[config.mk]
export PLATFORM = sky130hd
export DESIGN_NAME = ram_port_arbiter_flat
export DESIGN_NICKNAME = d
export VERILOG_FILES = /design/src/rtl/ram_port_arbiter_if.sv /design/src/rtl/ram_port_arbiter.sv /design/src/flat_wrapper.sv
export SDC_FILE = /design/constraint.sdc
export NUM_CORES = 1
export LEC_CHECK = 0
export ABC_AREA = 1
export BUFFER_PORTS_ARGS = -buffer_cell sky130_fd_sc_hd__clkbuf_2
export CORE_MARGIN = 5
export CORE_UTILIZATION = 35
export DETAILED_ROUTE_END_ITERATION = 8
export GPL_TIMING_DRIVEN = 0
export HOLD_SLACK_MARGIN = 0.08
export MAX_ROUTING_LAYER = met4
export SLEW_MARGIN = 20
export SYNTH_ARGS = -nofsm -noshare
export SYNTH_HDL_FRONTEND = slang
export SYNTH_SLANG_ARGS = --single-unit
[constraint.sdc]
create_clock -name clock -period 1.49 [get_ports clock]
set_clock_uncertainty 0.2 [all_clocks]
set_input_delay 0.0745 -clock clock [delete_from_list [all_inputs] [get_ports clock]]
set_output_delay 0.0745 -clock clock [all_outputs]
set_load 0.005 [all_outputs]
[src/rtl/ram_port_arbiter_if.sv]
// Bundle of the two requester ports plus the RAM-side bus for ram_port_arbiter.
// slave = arbiter view, master = requesters/RAM view.
interface ram_port_arbiter_if #(
    parameter int ADDR_W = 8,
    parameter int DATA_W = 64
);
    logic              req0;
    logic              req1;
    logic              we0;
    logic              we1;
    logic [ADDR_W-1:0] addr0;
    logic [ADDR_W-1:0] addr1;
    logic [DATA_W-1:0] wdata0;
    logic [DATA_W-1:0] wdata1;
    logic              gnt0;
    logic              gnt1;
    logic              rvalid0;
    logic              rvalid1;
    logic [DATA_W-1:0] rdata0;
    logic [DATA_W-1:0] rdata1;
    logic              busy;
    logic [ADDR_W-1:0] ram_address;
    logic [DATA_W-1:0] ram_in;
    logic              ram_write;
    logic [DATA_W-1:0] ram_out;

    modport slave (
        input  req0, req1, we0, we1, addr0, addr1, wdata0, wdata1, ram_out,
        output gnt0, gnt1, rvalid0, rvalid1, rdata0, rdata1, busy,
               ram_address, ram_in, ram_write
    );

    modport master (
        output req0, req1, we0, we1, addr0, addr1, wdata0, wdata1, ram_out,
        input  gnt0, gnt1, rvalid0, rvalid1, rdata0, rdata1, busy,
               ram_address, ram_in, ram_write
    );
endinterface

[src/rtl/ram_port_arbiter.sv]
// Two-port round-robin sequencer for a single-port RAM: one access per two cycles,
// registered grant, RAM bus and read-data outputs.
module ram_port_arbiter #(
    parameter int ADDR_W   = 8,
    parameter int DATA_W   = 64,
    parameter int FIRST_RR = 0
) (
    input  logic               clock,
    input  logic               reset,
    ram_port_arbiter_if.slave  bus
);
    typedef enum logic {IDLE, ACCESS} state_t;

    state_t            state_q, state_d;
    logic              last_q, last_d;
    logic              gnt0_q, gnt0_d;
    logic              gnt1_q, gnt1_d;
    logic              rvalid0_q, rvalid0_d;
    logic              rvalid1_q, rvalid1_d;
    logic              busy_q, busy_d;
    logic              ram_write_q, ram_write_d;
    logic [ADDR_W-1:0] ram_address_q, ram_address_d;
    logic [DATA_W-1:0] ram_in_q, ram_in_d;
    logic [DATA_W-1:0] rdata0_q, rdata0_d;
    logic [DATA_W-1:0] rdata1_q, rdata1_d;
    logic              win;

    always_ff @(posedge clock) begin
        if (reset) begin
            state_q       <= IDLE;
            last_q        <= (FIRST_RR == 0);
            gnt0_q        <= 1'b0;
            gnt1_q        <= 1'b0;
            rvalid0_q     <= 1'b0;
            rvalid1_q     <= 1'b0;
            busy_q        <= 1'b0;
            ram_write_q   <= 1'b0;
            ram_address_q <= '0;
            ram_in_q      <= '0;
            rdata0_q      <= '0;
            rdata1_q      <= '0;
        end else begin
            state_q       <= state_d;
            last_q        <= last_d;
            gnt0_q        <= gnt0_d;
            gnt1_q        <= gnt1_d;
            rvalid0_q     <= rvalid0_d;
            rvalid1_q     <= rvalid1_d;
            busy_q        <= busy_d;
            ram_write_q   <= ram_write_d;
            ram_address_q <= ram_address_d;
            ram_in_q      <= ram_in_d;
            rdata0_q      <= rdata0_d;
            rdata1_q      <= rdata1_d;
        end
    end

    always_comb begin
        state_d       = state_q;
        last_d        = last_q;
        gnt0_d        = 1'b0;
        gnt1_d        = 1'b0;
        rvalid0_d     = 1'b0;
        rvalid1_d     = 1'b0;
        busy_d        = 1'b0;
        ram_write_d   = 1'b0;
        ram_address_d = ram_address_q;
        ram_in_d      = ram_in_q;
        rdata0_d      = rdata0_q;
        rdata1_d      = rdata1_q;
        // Under contention the port that did not win last time goes next.
        win           = (bus.req0 & bus.req1) ? ~last_q : bus.req1;
        case (state_q)
            IDLE: begin
                if (bus.req0 | bus.req1) begin
                    state_d = ACCESS;
                    busy_d  = 1'b1;
                    last_d  = win;
                    if (win) begin
                        gnt1_d        = 1'b1;
                        ram_address_d = bus.addr1;
                        ram_in_d      = bus.wdata1;
                        ram_write_d   = bus.we1;
                    end else begin
                        gnt0_d        = 1'b1;
                        ram_address_d = bus.addr0;
                        ram_in_d      = bus.wdata0;
                        ram_write_d   = bus.we0;
                    end
                end
            end
            ACCESS: begin
                state_d = IDLE;
                // last_q holds the port that owns the access in flight.
                if (!ram_write_q) begin
                    if (last_q) begin
                        rvalid1_d = 1'b1;
                        rdata1_d  = bus.ram_out;
                    end else begin
                        rvalid0_d = 1'b1;
                        rdata0_d  = bus.ram_out;
                    end
                end
            end
            default: state_d = IDLE;
        endcase
    end

    assign bus.gnt0        = gnt0_q;
    assign bus.gnt1        = gnt1_q;
    assign bus.rvalid0     = rvalid0_q;
    assign bus.rvalid1     = rvalid1_q;
    assign bus.rdata0      = rdata0_q;
    assign bus.rdata1      = rdata1_q;
    assign bus.busy        = busy_q;
    assign bus.ram_write   = ram_write_q;
    assign bus.ram_address = ram_address_q;
    assign bus.ram_in      = ram_in_q;
endmodule

[src/flat_wrapper.sv]
// flat-port wrapper written by rule: the top's interface ports become plain ports
module ram_port_arbiter_flat 
#(
    parameter int ADDR_W   = 8,
    parameter int DATA_W   = 64,
    parameter int FIRST_RR = 0
)
  (clock, reset, bus_req0, bus_req1, bus_we0, bus_we1, bus_addr0, bus_addr1, bus_wdata0, bus_wdata1, bus_ram_out, bus_gnt0, bus_gnt1, bus_rvalid0, bus_rvalid1, bus_rdata0, bus_rdata1, bus_busy, bus_ram_address, bus_ram_in, bus_ram_write);
  ram_port_arbiter_if #(.ADDR_W(ADDR_W), .DATA_W(DATA_W)) bus_i ();
  input  logic clock;
  input  logic reset;
  input wire logic [$bits(bus_i.req0)-1:0] bus_req0;
  input wire logic [$bits(bus_i.req1)-1:0] bus_req1;
  input wire logic [$bits(bus_i.we0)-1:0] bus_we0;
  input wire logic [$bits(bus_i.we1)-1:0] bus_we1;
  input wire logic [$bits(bus_i.addr0)-1:0] bus_addr0;
  input wire logic [$bits(bus_i.addr1)-1:0] bus_addr1;
  input wire logic [$bits(bus_i.wdata0)-1:0] bus_wdata0;
  input wire logic [$bits(bus_i.wdata1)-1:0] bus_wdata1;
  input wire logic [$bits(bus_i.ram_out)-1:0] bus_ram_out;
  output wire logic [$bits(bus_i.gnt0)-1:0] bus_gnt0;
  output wire logic [$bits(bus_i.gnt1)-1:0] bus_gnt1;
  output wire logic [$bits(bus_i.rvalid0)-1:0] bus_rvalid0;
  output wire logic [$bits(bus_i.rvalid1)-1:0] bus_rvalid1;
  output wire logic [$bits(bus_i.rdata0)-1:0] bus_rdata0;
  output wire logic [$bits(bus_i.rdata1)-1:0] bus_rdata1;
  output wire logic [$bits(bus_i.busy)-1:0] bus_busy;
  output wire logic [$bits(bus_i.ram_address)-1:0] bus_ram_address;
  output wire logic [$bits(bus_i.ram_in)-1:0] bus_ram_in;
  output wire logic [$bits(bus_i.ram_write)-1:0] bus_ram_write;
  assign bus_i.req0 = bus_req0;
  assign bus_i.req1 = bus_req1;
  assign bus_i.we0 = bus_we0;
  assign bus_i.we1 = bus_we1;
  assign bus_i.addr0 = bus_addr0;
  assign bus_i.addr1 = bus_addr1;
  assign bus_i.wdata0 = bus_wdata0;
  assign bus_i.wdata1 = bus_wdata1;
  assign bus_i.ram_out = bus_ram_out;
  assign bus_gnt0 = bus_i.gnt0;
  assign bus_gnt1 = bus_i.gnt1;
  assign bus_rvalid0 = bus_i.rvalid0;
  assign bus_rvalid1 = bus_i.rvalid1;
  assign bus_rdata0 = bus_i.rdata0;
  assign bus_rdata1 = bus_i.rdata1;
  assign bus_busy = bus_i.busy;
  assign bus_ram_address = bus_i.ram_address;
  assign bus_ram_in = bus_i.ram_in;
  assign bus_ram_write = bus_i.ram_write;
  ram_port_arbiter #(.ADDR_W(ADDR_W), .DATA_W(DATA_W), .FIRST_RR(FIRST_RR)) u_core (.clock(clock), .reset(reset), .bus(bus_i));
endmodule
**After elaboration in Yosys (flattened, before gate mapping)**

Index checks and enable logic that the tools add are counted.

- Mux-type cells: 10
- Bitwise gates (word level): 6
- Reduce and logical (&&, ||, !) cells: 6

Operator list:

| kind | count |
|---|---|
| $mux W64 | 1 |
| $mux W8 | 1 |
| $mux W1 | 7 |
| $reduce_and A3 Y1 | 2 |
| $reduce_or A3 Y1 | 2 |
| $not A1 Y1 | 4 |
| $pmux W1 S2 | 1 |
| $reduce_and A2 Y1 | 1 |
| $reduce_or A2 Y1 | 1 |
| $and A1 B1 Y1 | 1 |
| $or A1 B1 Y1 | 1 |

- Flip-flop bits (word level): 208
- Input port bits: 214
- Output and inout bits: 206
- Logic and storage cells: 34

**Logic depth before layout (Yosys ltp)**

- Depth after elaboration: 3
- Depth in mapped cells: 7
- Mapped depth without buffers: 5

**Least setup slack after synthesis**

OpenSTA, ideal clock, no wires.

- Path kind: register to register
- Start: register, netlist name u_core.bus.busy
- End: register u_core.ram_in_q[16] (netlist: u_core.bus.ram_in[16])
- Setup time: 0.112 ns
- Arrival time: 1.032 ns
- Required time: 1.178 ns
- Setup slack: 0.146 ns
- Cell stages (with the launch flop): 8
- Buffers on the path: 2
- Period minus slack after synthesis: 1.344 ns
- Cells stage by stage: dfxtp_1 -> inv_2 -> o21ai_1 -> buf_4 -> buf_2 -> nand2_1 -> nand2_1 -> nor2_1

RTL lines:

| what | RTL line | source |
|---|---|---|
| to (signal assigned) | ram_port_arbiter.sv:52 | `ram_in_q <= ram_in_d;` |
| to (decl) | ram_port_arbiter.sv:23 | `logic [DATA_W-1:0] ram_in_q, ram_in_d;` |

**Worst setup path in the final report**

- Start: register u_core.last_q
- End: register u_core.ram_in_q[42] (netlist: u_core.bus.ram_in[42])

- Word-level cells in the longest chain between the ends: 3

RTL lines:

| what | RTL line | source |
|---|---|---|
| from (decl) | ram_port_arbiter.sv:15 | `logic last_q, last_d;` |
| from (signal assigned) | ram_port_arbiter.sv:31 | `last_q <= (FIRST_RR == 0);` |
| from (signal assigned) | ram_port_arbiter.sv:44 | `last_q <= last_d;` |
| $not A1 Y1 | ram_port_arbiter.sv:72 | `win = (bus.req0 & bus.req1) ? ~last_q : bus.req1;` |
| $mux W1 | ram_port_arbiter.sv:72 |  |
| $mux W64 | ram_port_arbiter.sv:79 | `if (win) begin` |

Every way passes these cells.
A chain may end at the register's enable or synchronous reset.

==> run_summary.xml <==
<?xml version="1.0" encoding="UTF-8"?>
<metrics>
  <group name="die">
    <metric name="start_util" unit="%">35.36</metric>
    <metric name="die_y" unit="um">169.0</metric>
    <metric name="core-area" unit="mm2">0.02504</metric>
    <metric name="die_area" unit="mm2">0.02857</metric>
    <metric name="row_count" unit="">58</metric>
    <metric name="io_pins" unit="">420</metric>
    <metric name="die_w" unit="um">169.0</metric>
  </group>
  <group name="hold_path">
    <metric name="worst_hold_path_type" unit="">in2reg</metric>
    <metric name="hold_depth" unit="">4</metric>
  </group>
  <group name="synth">
    <metric name="netlist_top_cells_count" unit="">nand2_1, nor2_1, dfxtp_1</metric>
    <metric name="synth_top_family_by_area" unit="">simple AND/OR/NAND/NOR gates</metric>
    <metric name="synthesis.instances" unit="">1288</metric>
    <metric name="synth_area_leader_cell" unit="">dfxtp_1</metric>
    <metric name="yosys_register_bits" unit="">207</metric>
    <metric name="ys_seq_area_share" unit="%">46.81</metric>
    <metric name="synth_largest_type_area_fraction" unit="%">46.81</metric>
    <metric name="synth-xor-area-share" unit="%">0</metric>
    <metric name="syn_nets" unit="">1502</metric>
    <metric name="yosys_warnings" unit="">0</metric>
    <metric name="synth.avg_cell_area" unit="um2">6.873</metric>
    <metric name="syn-cell-area" unit="mm2">0.008852</metric>
    <metric name="yosys.area_share.simple" unit="%">31.12</metric>
    <metric name="post_synth_main_area_contributors" unit="">dfxtp_1, nand2_1, nor2_1</metric>
    <metric name="most_frequently_used_flop_master_after_synthesis" unit="">dfxtp_1</metric>
    <metric name="synth_enable_flop_cells" unit="">0</metric>
    <metric name="synth_fa_ha_area_share" unit="%">0</metric>
    <metric name="synth_async_sr_flop_share" unit="%">0</metric>
    <metric name="synth.lib_cells_used.distinct" unit="">20</metric>
    <metric name="cell_with_the_most_instances_after_synthesis" unit="">nand2_1</metric>
    <metric name="synth.area.mux_share" unit="%">0</metric>
    <metric name="synth_compound_area_share" unit="%">13.40</metric>
  </group>
  <group name="timing">
    <metric name="rsz0062_at_grt" unit="">yes</metric>
    <metric name="worstMarginPinSlew" unit="ns">0.5616</metric>
    <metric name="finalWorstPathRequiredPeriod" unit="ns">1.485</metric>
    <metric name="maxSlewViolCount" unit="">0</metric>
    <metric name="report.final.setup_viol" unit="">0</metric>
    <metric name="post-route-worst-setup-slack" unit="ns">0.005491</metric>
    <metric name="min_period_over_period" unit="%">99.63</metric>
    <metric name="count_of_endpoints_failing_hold_in_the_final_timing_report" unit="">0</metric>
    <metric name="maxSlewHeadroom" unit="%">62.56</metric>
    <metric name="max_freq" unit="GHz">0.6736</metric>
  </group>
  <group name="grt">
    <metric name="antenna_found_initial" unit="">0</metric>
    <metric name="grt-ovfl-total" unit="">0</metric>
    <metric name="grt_pass1_wl" unit="um">55230</metric>
    <metric name="global_route.usage.total" unit="%">24.57</metric>
    <metric name="grt_max_degree" unit="">13</metric>
    <metric name="first_global_vias" unit="">10470</metric>
  </group>
  <group name="clock_tree">
    <metric name="clk-insertion-delay-late" unit="ns">0.51</metric>
    <metric name="ctsLongestPathBuffers" unit="">3</metric>
    <metric name="clock_sinks" unit="">207</metric>
    <metric name="cts_inserted_buffers" unit="">24</metric>
    <metric name="tritoncts" unit="">yes</metric>
    <metric name="ctsRootBufferMaster" unit="">clkbuf_16</metric>
    <metric name="cts-htree-levels" unit="">1</metric>
    <metric name="clock_slew_at_the_register_clock_pins_of_the_worst_setup_and_hold_paths" unit="ns">0.06</metric>
  </group>
  <group name="layout">
    <metric name="fill_cells" unit="">2380</metric>
    <metric name="syn_to_final_growth" unit="%">65.85</metric>
    <metric name="final_cell_count_no_fill" unit="">2301</metric>
    <metric name="drive_gt1_share" unit="%">28.78</metric>
    <metric name="layout.nets" unit="">2167</metric>
    <metric name="final_core_utilization" unit="%">58.64</metric>
  </group>
  <group name="power_and_ir_drop">
    <metric name="power_leakage" unit="nW">7.178</metric>
    <metric name="finalPower" unit="mW">15.27</metric>
    <metric name="worst_ir_drop_vdd" unit="V">0.0007772</metric>
    <metric name="power-per-cell-area" unit="mW/mm2">1040</metric>
  </group>
  <group name="run">
    <metric name="maxCapViolCount" unit="">0</metric>
  </group>
  <group name="critical_path">
    <metric name="worstPathMaxFanout" unit="">10</metric>
    <metric name="minimum_setup_slack_among_reg_to_reg_paths" unit="ns">0.005</metric>
    <metric name="cp_data_arrival_time" unit="ns">1.69</metric>
    <metric name="worstSetupPathType" unit="">reg2reg</metric>
    <metric name="setup.worst_path.start_class" unit="">flip-flop</metric>
    <metric name="cp_data_required_time" unit="ns">1.70</metric>
    <metric name="r2r.worst_path.cells" unit="">7</metric>
    <metric name="crit_path_start" unit="">u_core.last_q</metric>
    <metric name="critical_path.reg2reg.endpoint" unit="">u_core.bus.ram_in[42]</metric>
    <metric name="crit-reg2reg-launch" unit="">u_core.last_q</metric>
    <metric name="critPathCapture" unit="">u_core.bus.ram_in[42]</metric>
    <metric name="worst_setup_path_end_kind" unit="">flip-flop</metric>
  </group>
  <group name="route">
    <metric name="drc" unit="">0</metric>
    <metric name="drt_iter0_drc" unit="">522</metric>
    <metric name="routed_wire_length_per_instance" unit="um">15.92</metric>
    <metric name="post_drt_via_cell_ratio" unit="">4.654</metric>
    <metric name="postRouteWirelength" unit="um">36640</metric>
    <metric name="drtAntennaViolNets" unit="">0</metric>
    <metric name="drt-pass1-iter-count" unit="">5</metric>
    <metric name="vias" unit="">10708</metric>
  </group>
  <group name="placed_design">
    <metric name="numPlacedInstances" unit="">2036</metric>
    <metric name="numPortBuffers" unit="">418</metric>
    <metric name="dp.final_hpwl" unit="um">26180</metric>
    <metric name="finalWeightedCongestion" unit="">0.9243</metric>
    <metric name="placement.setup.worst_slack" unit="ns">-0.2252</metric>
  </group>
  <group name="run_status">
    <metric name="run_status" unit="">finished clean</metric>
  </group>
</metrics>
[layer usage]
metal,up-vias,track usage (%),part of all wire (%)
met5,-,-,0
met4,0,8.715,3.9
met3,93,6.212,8.7
met2,482,42.42,48
met1,4769,27.66,39
li1,5364,-,-
[how the worst min path moves through the flow]
| stage | start | end | slack (ns) |
|---|---|---|---|
| finish | reset | u_core.bus.rdata1[42] | 0.10 |
| global route | reset | u_core.bus.rdata1[42] | 0.14 |
| CTS | reset | u_core.bus.rdata1[42] | 0.10 |
| detailed placement | bus_ram_out[53] | u_core.bus.rdata1[53] | 0.13 |
| global placement | bus_we0 | u_core.bus.ram_write | 0.11 |
| floorplan | bus_we0 | u_core.bus.ram_write | 0.009 |
[timing repair]
item                       4_1_cts  5_1_grt
buffers inserted                 1        0
resized for setup               37      120
cloned                           0        3
hold endpoints to repair       207        0
pin swaps                        0        1
hold buffers                   217        0
setup endpoints to repair      196      184
[power breakdown]
part / internal (mW) / total, mW / switching (mW)
clock: 3.64 / 5.99 / 2.35
combinational: 1.50 / 3.11 / 1.61
sequential: 5.93 / 6.17 / 0.235
[flip-flops by register name, indices dropped and copies added, names as in the netlist]
signal                  cells
u_core.bus.busy             1
u_core.bus.gnt0             1
u_core.bus.gnt1             1
u_core.bus.ram_address      8
u_core.bus.ram_in          64
u_core.bus.ram_write        1
u_core.bus.rdata0          64
u_core.bus.rdata1          64
u_core.bus.rvalid0          1
u_core.bus.rvalid1          1
u_core.last_q               1
[worst max-delay path, cell delays in order, from the launching register on]
cell	delay (ns)
dfxtp_4	0.43
nand2_8	0.10
buf_8	0.16
buf_6	0.14
nand3_1	0.07
nand2_1	0.09
nor2_2	0.13
nor2_1	0.05
[cells by family (layout without fill, tap and decap cells)]
kind of cell,Yosys count,after routing
and+or+nand+nor,707,708
other,0,1
AOI/OAI and AO/OA,201,201
DFF,207,207
buffers and inverters,173,854
[layout by cell type (no fill, tap or decap)]
master | netlist | layout
o21ai_0 | 55 | 18
a21boi_0 | 55 | 48
buf_8 | 0 | 3
nor2_4 | 0 | 1
nand3_1 | 74 | 70
a21boi_1 | 17 | 24
inv_2 | 4 | 2
buf_12 | 0 | 1
buf_4 | 15 | 21
nand2_1 | 349 | 345
clkbuf_16 | 0 | 26
dfxtp_1 | 207 | 205
and2_1 | 1 | 1
buf_1 | 1 | 1
nand3_2 | 0 | 3
nand2_8 | 0 | 1
nand2_2 | 1 | 4
dfxtp_4 | 0 | 2
nor2_1 | 280 | 273
nor3_1 | 1 | 1
clkinv_2 | 0 | 8
diode_2 | 0 | 1
buf_2 | 46 | 20
buf_6 | 0 | 13
clkbuf_4 | 0 | 10
clkbuf_1 | 30 | 23
bufinv_16 | 0 | 2
o21ai_1 | 10 | 39
clkbuf_8 | 0 | 5
inv_4 | 0 | 1
o21ai_2 | 0 | 8
inv_6 | 0 | 1
nand3_4 | 0 | 1
nand2_4 | 0 | 1
nor2_2 | 1 | 7
dlygate4sd3_1 | 0 | 217
clkbuf_2 | 3 | 426
a21oi_1 | 64 | 64
inv_1 | 74 | 74
[metrics by stage]
step / hold WS [ns] / TNS, ns / instance area, um2
2_1_floorplan: 0.009419 / 0 / 8852
3_3_place_gp: 0.1079 / -15.47 / 11360
3_5_place_dp: 0.1270 / -20.95 / 11360
4_1_cts: 0.1040 / -1.610 / 14440
5_1_grt: 0.1399 / -0.8573 / 14680
6_report: 0.1025 / 0 / 14680
[cell type report]
| cell class | instances | area [um2] | share of cell area [%] |
|---|---|---|---|
| timing repair buffer | 638 | 4317 | 29.40 |
| sequential | 207 | 4151 | 28.28 |
| clock inverter | 10 | 100.1 | 0.6818 |
| inverter | 78 | 300.3 | 2.045 |
| tap | 330 | 412.9 | 2.812 |
| buffer | 95 | 635.6 | 4.329 |
| antenna | 1 | 2.502 | 0.01704 |
| clock buffer | 33 | 705.7 | 4.807 |
| multi-input combinational | 909 | 4056 | 27.63 |
No activity file was read; power rests on OpenSTA's default activity.
